### src/rtl/aq_reduce_ctrl.sv
// Frame sequencer in front of the aq_reduce scaling core: shadows the frame geometry,
// issues the core frame sync, gates the upstream pixel stream and tracks drain/completion.
module aq_reduce_ctrl #(
    parameter int DRAIN_TIMEOUT = 64,
    parameter int CNT_W         = 32
) (
    input  logic             CLK,
    input  logic             RST,
    input  logic [15:0]      CFG_ORG_X,
    input  logic [15:0]      CFG_ORG_Y,
    input  logic [15:0]      CFG_CNV_X,
    input  logic [15:0]      CFG_CNV_Y,
    input  logic             CFG_START,
    input  logic             CFG_ABORT,
    input  logic             S_VALID,
    input  logic [31:0]      S_DATA,
    output logic             S_READY,
    output logic [15:0]      ORG_X,
    output logic [15:0]      ORG_Y,
    output logic [15:0]      CNV_X,
    output logic [15:0]      CNV_Y,
    output logic             DIN_WE,
    output logic             DIN_FSYNC,
    output logic [31:0]      DIN,
    input  logic             DOUT_OE,
    input  logic             DOUT_LAST,
    output logic             BUSY,
    output logic             DONE,
    output logic             ERR,
    output logic [CNT_W-1:0] OUT_CNT
);

    // state    | meaning
    // IDLE     | waiting for a frame start request
    // SYNC     | geometry latched; frame sync is issued on leaving this state
    // RUN      | accepting upstream pixels until the input count is met
    // DRAIN    | input complete, waiting for the core to deliver all outputs
    // FIN      | one-cycle completion, DONE pulses
    localparam logic [2:0] ST_IDLE  = 3'd0;
    localparam logic [2:0] ST_SYNC  = 3'd1;
    localparam logic [2:0] ST_RUN   = 3'd2;
    localparam logic [2:0] ST_DRAIN = 3'd3;
    localparam logic [2:0] ST_FIN   = 3'd4;

    localparam int TMR_W = $clog2(DRAIN_TIMEOUT + 1);

    logic [2:0]       state_q, state_d;
    logic [15:0]      org_x_q, org_x_d, org_y_q, org_y_d;
    logic [15:0]      cnv_x_q, cnv_x_d, cnv_y_q, cnv_y_d;
    logic [CNT_W-1:0] exp_in_q, exp_in_d, exp_out_q, exp_out_d;
    logic [CNT_W-1:0] in_cnt_q, in_cnt_d, out_cnt_q, out_cnt_d;
    logic [TMR_W-1:0] timer_q, timer_d;
    logic             s_ready_q, s_ready_d;
    logic             din_we_q, din_we_d;
    logic             fsync_q, fsync_d;
    logic [31:0]      din_q, din_d;
    logic             busy_q, busy_d;
    logic             done_q, done_d;
    logic             err_q, err_d;

    logic             cfg_ok;
    logic             hs;
    logic             counting;
    logic [31:0]      prod_in, prod_out;

    always_comb begin
        state_d   = state_q;
        org_x_d   = org_x_q;
        org_y_d   = org_y_q;
        cnv_x_d   = cnv_x_q;
        cnv_y_d   = cnv_y_q;
        exp_in_d  = exp_in_q;
        exp_out_d = exp_out_q;
        in_cnt_d  = in_cnt_q;
        out_cnt_d = out_cnt_q;
        timer_d   = '0;
        din_d     = din_q;
        din_we_d  = 1'b0;
        fsync_d   = 1'b0;
        done_d    = 1'b0;
        err_d     = err_q;

        cfg_ok = (CFG_ORG_X != 16'd0) && (CFG_ORG_Y != 16'd0) &&
                 (CFG_CNV_X != 16'd0) && (CFG_CNV_Y != 16'd0) &&
                 (CFG_CNV_X <= CFG_ORG_X) && (CFG_CNV_Y <= CFG_ORG_Y);
        prod_in  = CFG_ORG_X * CFG_ORG_Y;
        prod_out = CFG_CNV_X * CFG_CNV_Y;
        hs       = S_VALID & s_ready_q;
        counting = (state_q == ST_SYNC) || (state_q == ST_RUN) || (state_q == ST_DRAIN);

        if (counting && DOUT_OE && (out_cnt_q != '1))
            out_cnt_d = out_cnt_q + CNT_W'(1);

        case (state_q)
            ST_IDLE: begin
                if (CFG_START) begin
                    if (cfg_ok) begin
                        org_x_d   = CFG_ORG_X;
                        org_y_d   = CFG_ORG_Y;
                        cnv_x_d   = CFG_CNV_X;
                        cnv_y_d   = CFG_CNV_Y;
                        exp_in_d  = CNT_W'(prod_in);
                        exp_out_d = CNT_W'(prod_out);
                        in_cnt_d  = '0;
                        out_cnt_d = '0;
                        err_d     = 1'b0;
                        state_d   = ST_SYNC;
                    end else begin
                        err_d  = 1'b1;
                        done_d = 1'b1;
                    end
                end
            end
            ST_SYNC: begin
                if (CFG_ABORT) begin
                    err_d   = 1'b1;
                    state_d = ST_FIN;
                end else begin
                    fsync_d = 1'b1;
                    state_d = ST_RUN;
                end
            end
            ST_RUN: begin
                if (CFG_ABORT) begin
                    err_d   = 1'b1;
                    state_d = ST_FIN;
                end else if (hs) begin
                    din_we_d = 1'b1;
                    din_d    = S_DATA;
                    in_cnt_d = in_cnt_q + CNT_W'(1);
                    if (in_cnt_d == exp_in_q)
                        state_d = ST_DRAIN;
                end
            end
            ST_DRAIN: begin
                if (CFG_ABORT) begin
                    err_d   = 1'b1;
                    state_d = ST_FIN;
                end else if (DOUT_OE && DOUT_LAST) begin
                    err_d   = (out_cnt_d != exp_out_q);
                    state_d = ST_FIN;
                end else if (out_cnt_d == exp_out_q) begin
                    state_d = ST_FIN;
                end else if (!DOUT_OE) begin
                    // The timer would reach DRAIN_TIMEOUT on this edge.
                    if (timer_q == TMR_W'(DRAIN_TIMEOUT - 1)) begin
                        err_d   = 1'b1;
                        state_d = ST_FIN;
                    end else begin
                        timer_d = timer_q + TMR_W'(1);
                    end
                end
            end
            ST_FIN:  state_d = ST_IDLE;
            default: state_d = ST_IDLE;
        endcase

        s_ready_d = (state_d == ST_RUN);
        busy_d    = (state_d == ST_SYNC) || (state_d == ST_RUN) || (state_d == ST_DRAIN);
        if (state_d == ST_FIN)
            done_d = 1'b1;
    end

    always_ff @(posedge CLK) begin
        if (RST) begin
            state_q   <= ST_IDLE;
            org_x_q   <= '0;
            org_y_q   <= '0;
            cnv_x_q   <= '0;
            cnv_y_q   <= '0;
            exp_in_q  <= '0;
            exp_out_q <= '0;
            in_cnt_q  <= '0;
            out_cnt_q <= '0;
            timer_q   <= '0;
            s_ready_q <= 1'b0;
            din_we_q  <= 1'b0;
            fsync_q   <= 1'b0;
            din_q     <= '0;
            busy_q    <= 1'b0;
            done_q    <= 1'b0;
            err_q     <= 1'b0;
        end else begin
            state_q   <= state_d;
            org_x_q   <= org_x_d;
            org_y_q   <= org_y_d;
            cnv_x_q   <= cnv_x_d;
            cnv_y_q   <= cnv_y_d;
            exp_in_q  <= exp_in_d;
            exp_out_q <= exp_out_d;
            in_cnt_q  <= in_cnt_d;
            out_cnt_q <= out_cnt_d;
            timer_q   <= timer_d;
            s_ready_q <= s_ready_d;
            din_we_q  <= din_we_d;
            fsync_q   <= fsync_d;
            din_q     <= din_d;
            busy_q    <= busy_d;
            done_q    <= done_d;
            err_q     <= err_d;
        end
    end

    assign S_READY   = s_ready_q;
    assign ORG_X     = org_x_q;
    assign ORG_Y     = org_y_q;
    assign CNV_X     = cnv_x_q;
    assign CNV_Y     = cnv_y_q;
    assign DIN_WE    = din_we_q;
    assign DIN_FSYNC = fsync_q;
    assign DIN       = din_q;
    assign BUSY      = busy_q;
    assign DONE      = done_q;
    assign ERR       = err_q;
    assign OUT_CNT   = out_cnt_q;

endmodule

### config.mk
export PLATFORM = sky130hd
export DESIGN_NAME = aq_reduce_ctrl
export DESIGN_NICKNAME = d
export VERILOG_FILES = /design/src/rtl/aq_reduce_ctrl.sv
export SDC_FILE = /design/constraint.sdc
export NUM_CORES = 2
export LEC_CHECK = 0
export BUFFER_PORTS_ARGS = -buffer_cell sky130_fd_sc_hd__buf_2
export CORE_MARGIN = 8
export CORE_UTILIZATION = 45
export CTS_BUF_LIST = sky130_fd_sc_hd__clkbuf_4
export DETAILED_ROUTE_END_ITERATION = 8
export PLACE_DENSITY_LB_ADDON = 0.05
export SYNTH_ARGS = -nofsm -noshare
export SYNTH_HDL_FRONTEND = slang
export SYNTH_SLANG_ARGS = --single-unit
### constraint.sdc
create_clock -name CLK -period 17.6 [get_ports CLK]
set_input_delay 3.52 -clock CLK [delete_from_list [all_inputs] [get_ports CLK]]
set_output_delay 3.52 -clock CLK [all_outputs]
set_load 0.1 [all_outputs]
### Yosys cells after proc, flatten, opt, wreduce, memory -nomap -nowiden

Index checks and enable logic that the tools add are counted.

| word-level totals | value |
|---|---|
| flip-flop bits (word level) | 240 |
| input port bits | 103 |
| output and inout bits | 134 |
| word-level logic and storage cells | 111 |

| cells by class | value |
|---|---|
| add/sub/neg operators | 3 |
| multiply operators | 2 |
| $lt $le $gt $ge | 2 |
| eq/ne operators | 20 |
| mux-type cells | 35 |
| bitwise operators | 5 |
| reduce and logical (&&, ||, !) cells | 27 |

Operator list:

| operator | count |
|---|---|
| 32-bit 2-to-1 mux | 8 |
| 32-bit by 1-bit adder with 32-bit output, second input constant | 2 |
| 32-bit equality test | 2 |
| 16-bit by 16-bit multiplier with 32-bit output | 2 |
| 32-bit case mux with 2 select lines | 1 |
| 16-bit nonzero test | 4 |
| 3-bit 2-to-1 mux | 11 |
| 16-bit <= comparator | 2 |
| 32-bit inequality test | 1 |
| 32-bit inequality test, second input constant | 1 |
| 1-bit 2-to-1 mux | 13 |
| 3-bit by 2-bit equality test with 1-bit output, second input constant | 4 |
| 3-bit case mux with 4 select lines | 1 |
| 1-bit logical AND | 8 |
| 2-bit inequality test, second input constant | 4 |
| 7-bit by 1-bit adder with 7-bit output, second input constant | 1 |
| 7-bit by 6-bit equality test with 1-bit output, second input constant | 1 |
| 7-bit OR reduction | 1 |
| 3-bit by 1-bit equality test with 1-bit output, second input constant | 2 |
| 3-bit AND reduction | 2 |
| 6-bit AND reduction | 1 |
| 5-bit AND reduction | 1 |
| 1-bit logical OR | 4 |
| 4-bit by 2-bit inequality test with 1-bit output, second input constant | 1 |
| other kinds (12) | 16 |

### Longest topological paths before layout

| depth | value |
|---|---|
| word-level depth | 14 |
| mapped depth | 25 |

### Least setup slack after synthesis

OpenSTA, ideal clock, no wires.

| timing path | value |
|---|---|
| path kind | input port to flip-flop |
| from | in CFG_CNV_Y[1] |
| to | reg exp_out_q[31] |
| arrival time | 9.488 ns |
| data required time | 17.484 ns |
| path slack | 7.996 ns |
| stages on the path | 23 |
| path buffers | 2 |
| cells stage by stage | clkbuf_1 -> clkbuf_1 -> nand2_1 -> fa_1 -> fa_1 -> fa_1 -> fa_1 -> inv_1 -> fa_1 -> inv_1 -> fa_1 -> inv_1 -> ha_1 -> a211oi_1 -> nor2_1 -> o311ai_0 -> a21oi_1 -> nor4bb_1 -> or3_1 -> nand2_1 -> nor4_1 -> a311oi_1 -> a31o_2 |

| on the way | value |
|---|---|
| longest elaborated chain between the ends | 5 |
| elaborated cells on any way between the ends | 7 |
| classes of those cells | 1 x mul; 1 x order compare; 5 x reduce/logical |

Ends and longest elaborated chain:

| what | RTL line | RTL |
|---|---|---|
| start, declared | 12 | `input logic [15:0] CFG_CNV_Y,` |
| parallel branches: the longest is 5 deep, another holds 16-bit by 16-bit multiplier with 32-bit output | n/a |  |
| end signal, assigned | 190 | `exp_out_q <= exp_out_d;` |
| end, declared | 50 | `logic [CNT_W-1:0] exp_in_q, exp_in_d, exp_out_q, exp_out_d;` |

Parallel ways; which one is timed is not known.
A chain may end at the register's enable or synchronous reset.

### Worst setup path after layout

| timing path | value |
|---|---|
| from | in CFG_ORG_X[5] |
| to | reg exp_in_q[24] |

| on the way | value |
|---|---|
| longest elaborated chain between the ends | 7 |
| elaborated cells on any way between the ends | 9 |
| classes of those cells | 1 x mul; 1 x order compare; 7 x reduce/logical |

Ends and longest elaborated chain:

| what | RTL line | RTL |
|---|---|---|
| start, declared | 9 | `input logic [15:0] CFG_ORG_X,` |
| parallel branches: the longest is 7 deep, another holds 16-bit by 16-bit multiplier with 32-bit output | n/a |  |
| end signal, assigned | 189 | `exp_in_q <= exp_in_d;` |
| end, declared | 50 |  |

Parallel ways; which one is timed is not known.

==> results.toml <==
[status]
status = "completed"

[logic_synthesis]
yosysMostFrequentCell = "nand2_1"
synth_common_cells = "652 x nand2_1, 494 x inv_1, 388 x fa_1"
synthCells = 3541
synthArstFlopShare_pct = 0
yosys_warnings = 0
ys_ff_latch = 240
synth_top_cell_area_share_pct = 26.8
synth_edf_count = 0
syn_nets = 4275
synth_top_cell_by_area = "fa_1"
netlist_area_mm2 = 0.0289
avgSynthCellArea_um2 = 8.17
synth-main-ff-cell = "dfxtp_1"
ys_seq_area_share_pct = 16.6
synth_area_leaders = "fa_1 27%, dfxtp_1 17%, ha_1 11%, nand2_1 8.5%, inv_1 6.4%"
netlist-cell-type-count = 86

[critical_path]
crit_top_cell = "fa_1"
cp.arrival_ns = 10.12
path_cells = "buf_2 -> clkinv_1 -> nor2_1 -> fa_1 -> inv_1 -> fa_1 -> fa_1 -> fa_1 -> inv_1 -> fa_1 -> inv_1 -> fa_1 -> inv_1 -> ha_1 -> and3_1 -> a221o_1 -> a21oi_1 -> a21oi_1 -> o31a_1 -> o41ai_1 -> nor2_1 -> o41ai_1 -> xor2_1 -> a211oi_1"
reg2reg_slack_ns = 13.26
critical-path-top-delay-family = "adder cells"
cp_data_required_time_ns = 18.31
crit_buf_inv = 6
crit_path_start_kind = "input port"
crit_slowest_cell = "fa_1"
criticalPathCategory = "input port to flop"
cp-end-kind = "flop"
slowest_delay_ns = 0.54
worstPathMaxFanout = 12

[sta]
fin_crit_ns = 9.41
setup_viol = 0
finalCritPeriodShare_pct = 53.5
rsz0062_at_grt = "false"
hold_viol = 0
relSlewSlack_pct = 31.3
finalMaxSlewViolations = 0
max_freq_mhz = 106
worst_pin_slew_ns = 1.03
clock_skew_ns = 0.0758
fin_tns_setup_ns = 0
fin_hold_ws_ns = 0.450

[global_routing]
antenna_found_initial = 5
track_usage_pct = 26.2
grt_pass1_vias = 26000
grt_max_degree = 133
grt.overflow.total = 0
grt_first_pass_wirelength_um = 152000

[route]
drtAntennaViolNets = 0
num_vias = 25200
drt_iter0_drc = 1625
route.met3.wl_um = 7240
maxUsedRoutingLayer = "met4"
viasPerCell = 5.51
drcViolationCount = 0
wl_um = 96700
dr.pass1.iters = 7
wire_per_inst_um = 21.1
drt-met1-wl_um = 45800
wl_met2_um = 41200

[final_layout]
fill_cells = 6385
seqCellArea_mm2 = 0.00480
syn_to_final_growth_pct = 8.78
nets = 4406
multi_input_area_mm2 = 0.0215
fin_util_pct = 49.2
drive_above_1_share_pct = 10.8

[pwr]
p_leak_nw = 14.9
powerDensity_mw_per_mm2 = 180
vdd_ir_drop_max_mv = 0.205
total_power_mw = 5.66

[floorplanning]
die_h_um = 270
die_area_mm2 = 0.0727
initial_core_util_pct = 45.2
ios = 237
rows = 93
core_area_mm2 = 0.0640
die_w_um = 270

[clock_tree]
cts_resized = 0
cts_tree = "yes"
clock_path_buffers = 3
post_cts_buffers = 0
hold_buffers = 0
htreeDepth = 3
clock_sinks = 240
clk_latency_ns = 0.82
clock-root-buffer = "clkbuf_4"
cts_buffers = 72
clk_pin_slew_ns = 0.05

[placed_design]
dp_hpwl_um = 73600
place.port_buffers = 236
gp_congestion = 0.927

[hold_path]
hold_path_class = "flop to flop"

[job]
maxCapViolCount = 0
## final cells by class
cell class | instances | share of cell area [%]
clock inverters | 15 | 0.378
multi-input cells | 2609 | 68.4
repair buffers | 248 | 4.10
diodes | 3 | 0.0239
well taps | 855 | 3.40
clock buffers | 105 | 2.50
inverters | 501 | 5.97
flip-flops and latches | 240 | 15.3
## flip-flops by register name (all words and copies together), names as in the netlist, 3 cells and up
signal     cells
ORG_X         16
OUT_CNT       32
in_cnt_q      32
DIN           32
exp_out_q     32
timer_q        7
CNV_X         16
ORG_Y         16
CNV_Y         16
exp_in_q      32
state_q        3
## cells in the final DEF, fill, tap and decap left out, types with 11 or more instances in the layout
| master | Yosys | routed |
|---|---|---|
| a21oi_1 | 247 | 247 |
| a211oi_1 | 18 | 18 |
| and4_1 | 14 | 14 |
| xnor2_1 | 107 | 107 |
| nand2b_1 | 15 | 15 |
| o21ai_0 | 64 | 64 |
| nand3b_1 | 13 | 13 |
| buf_4 | 1 | 11 |
| nand2_1 | 652 | 652 |
| dfxtp_1 | 240 | 240 |
| nor4_1 | 41 | 41 |
| and3_1 | 28 | 28 |
| nand3_1 | 54 | 54 |
| clkbuf_4 | 0 | 105 |
| a31oi_1 | 21 | 21 |
| buf_2 | 15 | 235 |
| or3_1 | 13 | 12 |
| o211ai_1 | 12 | 12 |
| o21bai_1 | 11 | 11 |
| and2_1 | 144 | 144 |
| nand4_1 | 42 | 42 |
| nor2_1 | 212 | 211 |
| xor2_1 | 48 | 48 |
| ha_1 | 243 | 243 |
| a21o_1 | 32 | 32 |
| nor3_1 | 30 | 29 |
| fa_1 | 388 | 388 |
| inv_1 | 494 | 494 |
| clkinv_1 | 6 | 14 |
## cells by family after synthesis
logic type	share of synthesized area, %
xor+xnor	4.77
mux	0.398
compound gates	10.6
simple gates	21.2
buf+inv	9.08
flops	16.6
fa+ha+maj	37.4
## worst min-delay path, cell delays in order, from the launching register on
cell,delay (ns)
dfxtp_1,0.30
nand2_1,0.05
a21oi_1,0.05
## metal layers
layer  vias up  track usage [%]
met1     12400             37.3
met3       160             5.35
met5         -                0
met4         0             7.78
met2      1002             39.9
li1      11700                -
## stage by stage
stage | worst slack [ns] | cell area [um2] | cells
finish | 8.19 | 31500 | 4576
global route | 7.91 | 31500 | 4574
CTS | 8.29 | 31500 | 4573
detailed placement | 7.41 | 30600 | 4453
global placement | 7.52 | 30600 | 4453
floorplan | 8.00 | 28900 | 3541
## final timing paths
| kind | cells past startpoint | to | startpoint |
|---|---|---|---|
| hold reg to reg | 2 | DIN[8]$_SDFFE_PP0P_ | DIN[8]$_SDFFE_PP0P_ |
| setup reg to reg | 10 | ERR$_SDFFE_PP0P_ | OUT_CNT[7]$_SDFF_PP0_ |
| setup / recovery | 24 | exp_in_q[24]$_SDFFE_PP0P_ | CFG_ORG_X[5] |
| hold / removal | 2 | DIN[8]$_SDFFE_PP0P_ | DIN[8]$_SDFFE_PP0P_ |
## power by group
part           total, mW  internal [mW]  switching (mW)
sequential         0.629          0.588          0.0408
combinational       4.46           1.83            2.63
clock              0.565          0.300           0.265
total               5.66           2.72            2.94
Power figures use the tool's default switching activity.
